==> src/rtl/mem_arb_pkg.sv <==
// mem_arb_pkg: shared types and constants for the fetch/data memory port arbiter
package mem_arb_pkg;
  typedef enum logic {IDLE, RESP} arb_state_t;
  typedef enum logic {OWN_I, OWN_D} owner_t;
  localparam int DATA_W = 32;
endpackage

==> src/rtl/arb_prio_pick.sv <==
// arb_prio_pick: data-over-fetch winner select, overridden when fetch is starved
// Ports: i_req/d_req requests, starved = starve counter at limit, win_d = data wins
module arb_prio_pick (
  input  logic i_req,
  input  logic d_req,
  input  logic starved,
  output logic win_d
);
  always_comb win_d = d_req && !(i_req && starved);
endmodule

==> src/rtl/mem_port_arbiter.sv <==
// mem_port_arbiter: shares one single-port sync RAM between CPU fetch and load/store ports
// Ports: clk/rst; fetch i_req/i_addr -> i_gnt/i_rvalid/i_rdata;
// data d_req/d_we/d_addr/d_wdata -> d_gnt/d_rvalid/d_rdata;
// RAM mem_en/mem_we/mem_addr/mem_wdata, mem_rdata valid the cycle after mem_en.
// Optional MEM_PORT_ARB_STATS_EN adds stat_i_grants/stat_d_grants/stat_conflicts.
module mem_port_arbiter
  import mem_arb_pkg::*;
#(
  parameter int AW           = 12,
  parameter int STARVE_LIMIT = 4
) (
  input  logic              clk,
  input  logic              rst,
  input  logic              i_req,
  input  logic [AW-1:0]     i_addr,
  output logic              i_gnt,
  output logic              i_rvalid,
  output logic [DATA_W-1:0] i_rdata,
  input  logic              d_req,
  input  logic              d_we,
  input  logic [AW-1:0]     d_addr,
  input  logic [DATA_W-1:0] d_wdata,
  output logic              d_gnt,
  output logic              d_rvalid,
  output logic [DATA_W-1:0] d_rdata,
  output logic              mem_en,
  output logic              mem_we,
  output logic [AW-1:0]     mem_addr,
  output logic [DATA_W-1:0] mem_wdata,
  input  logic [DATA_W-1:0] mem_rdata
`ifdef MEM_PORT_ARB_STATS_EN
  ,
  output logic [31:0]       stat_i_grants,
  output logic [31:0]       stat_d_grants,
  output logic [31:0]       stat_conflicts
`endif
);
  localparam logic [3:0] LIMIT = 4'(STARVE_LIMIT);
  arb_state_t state_q, state_d;
  owner_t owner_q, owner_d;
  logic [3:0] starve_q, starve_d;
  logic idle, starved, win_d;
  assign starved = starve_q == LIMIT;
  arb_prio_pick u_pick (
    .i_req  (i_req),
    .d_req  (d_req),
    .starved(starved),
    .win_d  (win_d)
  );
  // Outputs are gated by rst so nothing is granted or signalled in a reset cycle.
  always_comb begin
    idle      = state_q == IDLE && !rst;
    d_gnt     = idle && win_d;
    i_gnt     = idle && i_req && !win_d;
    mem_en    = i_gnt || d_gnt;
    mem_we    = d_gnt && d_we;
    mem_addr  = d_gnt ? d_addr : i_gnt ? i_addr : '0;
    mem_wdata = d_gnt ? d_wdata : '0;
    i_rvalid  = state_q == RESP && owner_q == OWN_I && !rst;
    d_rvalid  = state_q == RESP && owner_q == OWN_D && !rst;
    i_rdata   = i_rvalid ? mem_rdata : '0;
    d_rdata   = d_rvalid ? mem_rdata : '0;
    state_d   = mem_en ? RESP : IDLE;
    owner_d   = d_gnt ? OWN_D : i_gnt ? OWN_I : owner_q;
    // Counts data grants that beat a waiting fetch; any idle cycle without fetch
    // pending, or a fetch grant, restarts the count.
    starve_d  = state_q != IDLE ? starve_q :
                (!i_req || i_gnt) ? 4'd0 :
                (d_gnt && !starved) ? starve_q + 4'd1 : starve_q;
  end
  always_ff @(posedge clk) begin
    if (rst) begin
      state_q  <= IDLE;
      owner_q  <= OWN_I;
      starve_q <= '0;
    end else begin
      state_q  <= state_d;
      owner_q  <= owner_d;
      starve_q <= starve_d;
    end
  end
`ifdef MEM_PORT_ARB_STATS_EN
  always_ff @(posedge clk) begin
    if (rst) begin
      stat_i_grants  <= '0;
      stat_d_grants  <= '0;
      stat_conflicts <= '0;
    end else begin
      stat_i_grants  <= stat_i_grants + 32'(i_gnt);
      stat_d_grants  <= stat_d_grants + 32'(d_gnt);
      stat_conflicts <= stat_conflicts + 32'(idle && i_req && d_req);
    end
  end
`endif
endmodule

==> config.mk <==
export PLATFORM = sky130hd
export DESIGN_NAME = mem_port_arbiter
export DESIGN_NICKNAME = d
export VERILOG_FILES = /design/src/rtl/mem_arb_pkg.sv /design/src/rtl/arb_prio_pick.sv /design/src/rtl/mem_port_arbiter.sv
export SDC_FILE = /design/constraint.sdc
export NUM_CORES = 1
export LEC_CHECK = 0
export CAP_MARGIN = 20
export CORE_AREA = 2 2 80 82
export DETAILED_ROUTE_END_ITERATION = 6
export DIE_AREA = 0 0 82 84
export GPL_TIMING_DRIVEN = 0
export PLACE_DENSITY = 0.79
export SLEW_MARGIN = 20
export SYNTH_ARGS = -nofsm -noshare
export SYNTH_HDL_FRONTEND = slang
export SYNTH_SLANG_ARGS = --single-unit
==> constraint.sdc <==
create_clock -name clk -period 3.4 [get_ports clk]
set_input_delay 0.68 -clock clk [delete_from_list [all_inputs] [get_ports clk]]
set_output_delay 0.68 -clock clk [all_outputs]
set_load 0.01 [all_outputs]
; ---- Word level (Yosys, flattened, before mapping)
; Cells that the tools add are included.
[classes]
reduce_logical = 22
n_mux = 10
n_addsub = 1
bitwise = 2
n_eq_ne = 1
[op_table]
columns = cell, n
row1 = $mux W32, 3
row2 = $mux W12, 2
row3 = $logic_and A1 B1 Y1, 12
row4 = $mux W4, 2
row5 = $logic_not A1 Y1, 5
row6 = $add A4 B1 Y4 const B, 1
row7 = $eq A4 B3 Y1 const B, 1
row8 = $reduce_bool A2 Y1, 2
row9 = $mux W1, 3
row10 = $logic_or A1 B1 Y1, 2
row11 = $not A1 Y1, 2
row12 = $reduce_and A2 Y1, 1
[totals]
output_inout_bits = 114
elab_cells = 39
regBits = 6
in_bits = 93

; ---- Depth between registers and ports, before layout
; Gate-level depths: netlist of the first run.
[logic_depth]
depth_word = 9
mapped_depth = 7
mapped_depth_nobuf = 5

; ---- Hierarchy
; From an unflattened synthesis of the first run, not the netlist that was laid out.
[unflattened]
hier_cells = 162
hier_area_um2 = 1152.4
[by_module_without_submodules]
columns = mod, instances, seq_area_each_um2, area_each_um2, cells_per_inst
row1 = mem_port_arbiter, 1, 120.1, 1141.1, 161
row2 = arb_prio_pick, 1, 0.0, 11.3, 1

; ---- Worst setup path before layout of the first run
; No wires, ideal clock.
[synth_timing]
path_type = input to output
startpoint = input port i_req
endpoint = output port i_gnt
path_buffers = 2
path_stages = 5
setup_slack_ps = 1037
required_time_ps = 2720
arrival_time_ps = 1683
path_cell_list = buf_4 nand4b_2 and2_1 buf_2 nor4_1
[synth_via]
elab_chain_cells = 5
elab_cells_between_ends = 6
cone_classes = reduce/logical (6)
[synth_lines]
columns = item, line_no
row1 = "start, declared", mem_port_arbiter.sv:14  ; input logic i_req,
row2 = $logic_and A1 B1 Y1, arb_prio_pick.sv:9  ; always_comb win_d = d_req && !(i_req && starved);
row3 = $logic_not A1 Y1, arb_prio_pick.sv:9
row4 = $logic_and A1 B1 Y1, arb_prio_pick.sv:9
row5 = $logic_not A1 Y1, mem_port_arbiter.sv:54  ; i_gnt = idle && i_req && !win_d;
row6 = $logic_and A1 B1 Y1 *, mem_port_arbiter.sv:54
row7 = "end, declared", mem_port_arbiter.sv:16  ; output logic i_gnt,
; Mark *: on every way between the ends. The rest lies on a longest branch, timed or not.

; ---- Final worst setup path of the first run
[layout_timing]
startpoint = input port rst
endpoint = output port mem_wdata[30]
[layout_via]
elab_chain_cells = 4
[layout_lines]
columns = item, line_no
row1 = "start, declared", mem_port_arbiter.sv:13  ; input logic rst,
row2 = $logic_not A1 Y1, mem_port_arbiter.sv:52  ; idle = state_q == IDLE && !rst;
row3 = $logic_and A1 B1 Y1, mem_port_arbiter.sv:52
row4 = $logic_and A1 B1 Y1, mem_port_arbiter.sv:53  ; d_gnt = idle && win_d;
row5 = $mux W32, mem_port_arbiter.sv:58  ; mem_wdata = d_gnt ? d_wdata : '0;
row6 = "end, declared", mem_port_arbiter.sv:29  ; output logic [DATA_W-1:0] mem_wdata,
; No other way between the ends.

==> results.rst, run 1 <==
.. list-table::
   :header-rows: 1

   * - Metric
     - Value
   * - Post-synthesis area per instance
     - about 6.7 um2
   * - Post-CTS Hold Buffers
     - 0
   * - Routability congestion estimate
     - around 0.77
   * - Total GRT Usage
     - 0.175
   * - Startpoint kind of the worst setup timing path
     - input port
   * - Period utilisation layout
     - 0.869
   * - Signed area change from the synthesized netlist to the final layout
     - 166%
   * - Remaining max-slew budget at the tightest pin
     - 0.704
   * - Vias in the first global route
     - roughly 2000
   * - Cell depth of the worst min-delay path
     - 2
   * - RSZ-0062 raised after global routing
     - false
   * - Routed vias/inst
     - about 4.3
   * - CTS H-tree depth
     - 1
   * - Peak clock frequency supported by timing
     - roughly 340 MHz
   * - Hold wc startpoint
     - owner_q
   * - Die area
     - 6890 um2
   * - Remaining design rule violation count
     - 0
   * - Number of flip-flops and latches in the synthesized netlist
     - 6
   * - Longest Clk Path Bufs
     - 2
   * - Root buffer cell
     - clkbuf_8
   * - Most used flip-flop cell after synthesis
     - dfxtp_1
   * - Leakage dissipation
     - roughly 1.3 nW
   * - Share of post-route cells with drive strength above 1
     - 0.0600
   * - Commonest cells in the netlist
     - and2_1 (98), nand3_1 (13), nand4_1 (13)
   * - Destination of the worst register-to-register timing path
     - starve_q[3]
   * - Core Util, Final
     - 0.570
   * - Yosys synthesis warning count
     - 0
   * - Count of nets left with antenna violations after detail routing
     - 0
   * - Min Tclk post-route
     - 2.96 ns
   * - Floorplan die width
     - between 80 and 90 um
   * - Antenna violations before repair
     - 0
   * - Post-Route Skew
     - 0.000921 ns
   * - Sinks on the clock net
     - 6
   * - Proportion of register bits with asynchronous set or reset after synthesis
     - 0
   * - DP Area
     - 3430 um2
   * - Max_cap viols
     - 0
   * - Worst Hold Slack
     - around 0.49 ns
   * - Nets in the synthesized netlist
     - approximately 290
   * - Site Rows
     - 29
   * - Total number of vias
     - a little over 2000
   * - Hold Path Class
     - register to register
   * - Endpoint with the worst hold slack
     - owner_q
   * - Wire length of the first global-routing pass
     - between 9 and 10 mm
   * - Final Hold Fails
     - 0
   * - Total congestion overflow
     - 0
   * - I/O Buffers
     - 203
   * - Total CTS buffers
     - 3
   * - Power density of the placed cells
     - roughly 140 nW/um2
   * - Io pins
     - 207
   * - Setup violations, final
     - 0
   * - Number of iterations in the first detailed-routing pass
     - 4
   * - Most common cell in the synthesized netlist
     - and2_1
   * - Placeable Area
     - 6100 um2
   * - Sequential share of the synthesized area
     - 0.0920
   * - Outcome
     - completed
   * - Total standard cell area after synthesis
     - roughly 1300 um2
   * - Largest fanout on the critical path
     - 10
   * - Cell types with the largest area share after synthesis
     - and2_1 (47%), dfxtp_1 (9.2%), nand4_1 (6.2%)
   * - Skew-Pair Late Insertion Delay
     - 0.23 ns
   * - Net count of the finished layout
     - 497
   * - Starting utilization of the core area
     - 0.214
   * - Reg2reg path depth
     - 5
   * - Post-CTS clock slew at the launch and capture registers of the worst setup and hold paths
     - 0.04 ns
   * - Transition time at the pin with the least slew margin
     - between 0.4 and 0.5 ns
   * - Pin count of the biggest net entering global routing
     - 11
   * - Violation count after the first detailed-route iteration
     - 28
   * - Overall routed net length
     - between 6 and 7 mm
   * - Routed WL per cell
     - between 10 and 15 um
   * - EDFF count, synth
     - 0
   * - Final HPWL DP
     - approximately 5.7 mm
   * - CP Data Required Time
     - between 2 and 3 ns
   * - Design Area, Final
     - 3480 um2
   * - Count of buffers added by post-CTS timing repair for setup
     - 0
   * - Crit path kind
     - input port to primary output
   * - Reg-to-reg setup timing slack
     - about 1.8 ns
   * - Chip height
     - 84 um
   * - Area leader, netlist
     - and2_1
   * - Total negative slack
     - 0 ns
   * - Count of different cell masters after synthesis
     - 30
   * - Post-synthesis instance total
     - just under 200
   * - Peak supply drop
     - around 0.00015 V
   * - FF-to-FF Start
     - starve_q[0]
   * - Pins Over Slew Limit
     - 0
   * - Critical path endpoint category
     - primary output
   * - Total of cells resized after clock tree synthesis
     - 0
   * - CP Data Arrival Time
     - 2.28 ns
   * - Share of the synthesized area in the top cell type
     - 0.469
   * - CTS tree
     - built
   * - Diode count
     - 0
[cells by family after synthesis]
| kind of cell | share of synthesized area |
|---|---|
| AOI/OAI and AO/OA | 0.0843 |
| adders and majority gates | 0.0192 |
| buffers and inverters | 0.106 |
| DFF | 0.0920 |
| and+or+nand+nor | 0.698 |
[cell type report]
class	instances	area, um2
Clock buffer	3	41.3
Timing Repair Buffer	203	2030
Multi-Input combinational cell	164	1050
Fill cell	564	2620
Sequential cell	6	120
Buffer	20	124
Tap cell	77	96.3
Inverter	4	15.0
[registers in the layout, indices dropped and copies added, names as in the netlist]
register,flops
starve_q,4
owner_q,1
state_q,1
[power by group]
| group | switching (mW) | total [mW] | internal, mW |
|---|---|---|---|
| registers | 0.00273 | 0.0763 | 0.0736 |
| logic | 0.106 | 0.305 | 0.199 |
| clock network | 0.0323 | 0.108 | 0.0762 |
[metrics by stage]
step | worst slack [ns] | power [mW] | std cells
2_1_floorplan | 1.04 | 0.178 | 194
6_report | 0.444 | 0.490 | 477
3_5_place_dp | 0.439 | 0.383 | 474
4_1_cts | 0.437 | 0.496 | 477
5_1_grt | 0.284 | 0.518 | 477
3_3_place_gp | 0.463 | 0.381 | 474
[worst max-delay path by stage]
stage | slack, ns | endpoint | from
floorplan | 1.04 | i_gnt | i_req
global placement | 0.46 | mem_wdata[30] | rst
detailed placement | 0.44 | mem_addr[1] | rst
CTS | 0.44 | mem_addr[1] | rst
global route | 0.28 | mem_addr[1] | rst
finish | 0.44 | mem_wdata[30] | rst
[cells in the final DEF, fill, tap and decap left out, types with 2 or more instances in the layout]
master,Yosys,final
clkdlybuf4s50_1,0,203
and2_1,98,98
nand3_1,13,13
nand4_1,13,13
buf_2,9,9
o21ai_1,9,9
dfxtp_1,6,6
nand2_1,5,5
buf_6,4,4
clkbuf_1,4,4
o21ai_0,4,4
inv_1,3,3
or4b_1,3,3
clkbuf_8,0,3
buf_4,2,2
o21a_1,2,2
a21oi_1,2,2
a31oi_1,2,2
ha_1,2,2
[layer usage]
layer  track usage  routed length (um)  share of wire
met1         0.184                2420           0.37
met2         0.333                3330           0.51
met3        0.0509                 612          0.094
met4        0.0379                 121          0.019
met5             0                   0              0
[worst max-delay path, cell delays in order]
cell and delay, ns:
buf_2 0.17, nor2_4 0.21, and3_1 0.19, buf_2 0.19, buf_6 0.15, and2_1 0.12
clkdlybuf4s50_1 0.56
Power figures use the tool's default switching activity.
==> inputs of run 2 (changes only) <==
- CORE_AREA: 2 2 80 82 -> 2 2 81 83
- DIE_AREA: 0 0 82 84 -> 0 0 83 85
- PLACE_DENSITY: 0.79 -> 0.77
- RECOVER_POWER: not set -> 50
- clock period: 3.4 -> 2.9 ns (I/O delays scaled with it)
==> results.rst, run 2 (same netlist as run 1, synthesis figures left out) <==
.. list-table::
   :header-rows: 1

   * - Metric
     - Value
   * - Outcome
     - completed
   * - Leakage dissipation
     - roughly 1.4 nW
   * - Core Util, Final
     - 0.560
   * - Sinks on the clock net
     - 6
   * - Sequential share of power
     - 0.158
   * - Min Tclk post-route
     - 2.76 ns
   * - Diode count
     - 0
   * - Largest registers
     - starve_q: 4 flops, owner_q: 1 flops, state_q: 1 flops
   * - Worst Hold Slack
     - between 0.4 and 0.5 ns
   * - Placeable Area
     - between 6000 and 7000 um2
   * - Overall power consumption
     - approximately 570 uW
   * - Delay contributed by the slowest stage of the critical path
     - between 0.5 and 0.6 ns
   * - Routed WL per cell
     - 14.1 um
   * - Pin count of the biggest net entering global routing
     - 11
   * - Violation count after the first detailed-route iteration
     - 75
   * - Cell Chain, Critical Path
     - inv_1, ha_1, nand4b_2, and3_1, clkbuf_4, buf_6, and2_1, clkdlybuf4s50_1
   * - Post-Layout Cell Count
     - 477
   * - Transition time at the pin with the least slew margin
     - between 0.4 and 0.5 ns
   * - Worst setup timing slack at the placement stage
     - between 0.1 and 0.15 ns
   * - I/O Buffers
     - a little over 200
   * - Total congestion overflow
     - 0
   * - Internal power component
     - between 400 and 500 uW
   * - Buf+Inv Stages, Crit Path
     - 4
   * - Total number of vias
     - 2058
   * - Final HPWL DP
     - 5.91 mm
   * - Period utilisation layout
     - 0.951
   * - Remaining design rule violation count
     - 0
   * - Startpoint kind of the worst setup timing path
     - register
   * - Io pins
     - 207
   * - Site Rows
     - 29
   * - Chip height
     - ~85 um
   * - Vias in the first global route
     - 2030
   * - Post-CTS clock slew at the launch and capture registers of the worst setup and hold paths
     - approximately 0.040 ns
   * - Crit path kind
     - register to primary output
   * - CTS tree
     - built
   * - Max_cap viols
     - 0
   * - Starting utilization of the core area
     - 0.211
   * - Routability congestion estimate
     - 0.817
   * - Longest Clk Path Bufs
     - 2
   * - Critical path endpoint category
     - primary output
   * - CTS H-tree depth
     - 1
   * - CP Data Required Time
     - around 2.3 ns
   * - Number of iterations in the first detailed-routing pass
     - 4
   * - Count of nets left with antenna violations after detail routing
     - 0
   * - Overall routed net length
     - ~6.7 mm
   * - Flip-flop count of the largest register, all copies and words added
     - 4
   * - Register with the most flip-flops
     - starve_q
   * - Root buffer cell
     - clkbuf_8
   * - Total negative slack
     - 0 ns
   * - Signed area change from the synthesized netlist to the final layout
     - 166%
   * - Peak clock frequency supported by timing
     - ~360 MHz
   * - Peak supply drop
     - roughly 0.00019 V
   * - DP Area
     - around 3400 um2
   * - Wire length of the first global-routing pass
     - 10.6 mm
   * - Die area
     - ~7100 um2
   * - Setup WS post-layout
     - around 0.14 ns
   * - Cell with the largest stage delay on the worst path
     - clkdlybuf4s50_1
   * - Routed vias/inst
     - 4.31
   * - Net count of the finished layout
     - about 500
   * - Hold Path Class
     - register to register
   * - Setup violations, final
     - 0
   * - Largest fanout on the critical path
     - 10
   * - Most common cell after layout, fill and taps aside
     - clkdlybuf4s50_1
   * - Logic gate share of total power
     - 0.621
   * - Net Sw Power
     - 163 uW
   * - Final Hold Fails
     - 0
   * - CP Data Arrival Time
     - approximately 2.2 ns
   * - Post-Route Skew
     - between 0.001 and 0.0015 ns
   * - Design Area, Final
     - about 3500 um2
   * - Dpl cells
     - between 400 and 500
   * - Cell family with most CP delay
     - buffers and inverters
   * - Commonest cells after routing, fill and taps aside
     - clkdlybuf4s50_1 (173), and2_1 (90), dlygate4sd3_1 (28), nand3_1 (13), nand4_1 (13)
   * - Pins Over Slew Limit
     - 0
   * - Share of post-route cells with drive strength above 1
     - 0.0625
   * - Power density of the placed cells
     - between 150 and 200 nW/um2
   * - Post-CTS Hold Buffers
     - 0
   * - RSZ-0062 raised after global routing
     - false
   * - Antenna violations before repair
     - 0
   * - Skew-Pair Late Insertion Delay
     - between 0.2 and 0.25 ns
   * - Net switching fraction of the power
     - 0.288
   * - Total CTS buffers
     - 3
   * - Remaining max-slew budget at the tightest pin
     - 0.722
   * - Floorplan die width
     - between 80 and 90 um
   * - Total GRT Usage
     - 0.181
   * - Part of the total power dissipated in the clock network
     - 0.221
[run 2: timing repair]
item | CTS | global route
resized for setup | 0 | 8
setup endpoints to repair | 0 | 36
setup buffers | 0 | 0
[run 2: tightest hold or removal path, cell delays in order, from the launching register on]
cell and delay, ns:
dfxtp_2 0.33, nand2_1 0.05, a21oi_1 0.05
[run 2: routing by layer]
layer | track usage | vias up | part of all wire
li1 | - | 1055 | -
met1 | 0.219 | 891 | 0.41
met2 | 0.339 | 112 | 0.51
met3 | 0.0477 | 0 | 0.076
met4 | 0.00447 | 0 | 0
met5 | 0 | - | 0
[run 2: final cells by class]
class | count | area, um2
tap | 77 | 96.3
inverter | 4 | 15.0
sequential | 6 | 121
fill | 577 | 2730
buffer | 20 | 128
clock buffer | 3 | 41.3
timing repair buffer | 203 | 2030
multi-input combinational | 164 | 1050
[run 2: path summary, 6_finish.rpt]
kind / from / cells after the start / slack, ns / endpoint
max: starve_q[1] / 8 / 0.14 / mem_wdata[29]
min: starve_q[0] / 2 / 0.47 / starve_q[0]
max reg2reg: starve_q[1] / 5 / 1.34 / starve_q[3]
min reg2reg: starve_q[0] / 2 / 0.47 / starve_q[0]
[run 2: power by group through the flow]
| stage | clock network (mW) | logic (mW) | registers, mW |
|---|---|---|---|
| global placement | 0 | 0.355 | 0.0905 |
| finish | 0.125 | 0.352 | 0.0896 |
| global route | 0.137 | 0.380 | 0.0900 |
| CTS | 0.130 | 0.362 | 0.0895 |
| floorplan | 0 | 0.119 | 0.0901 |
| detailed placement | 0 | 0.360 | 0.0908 |
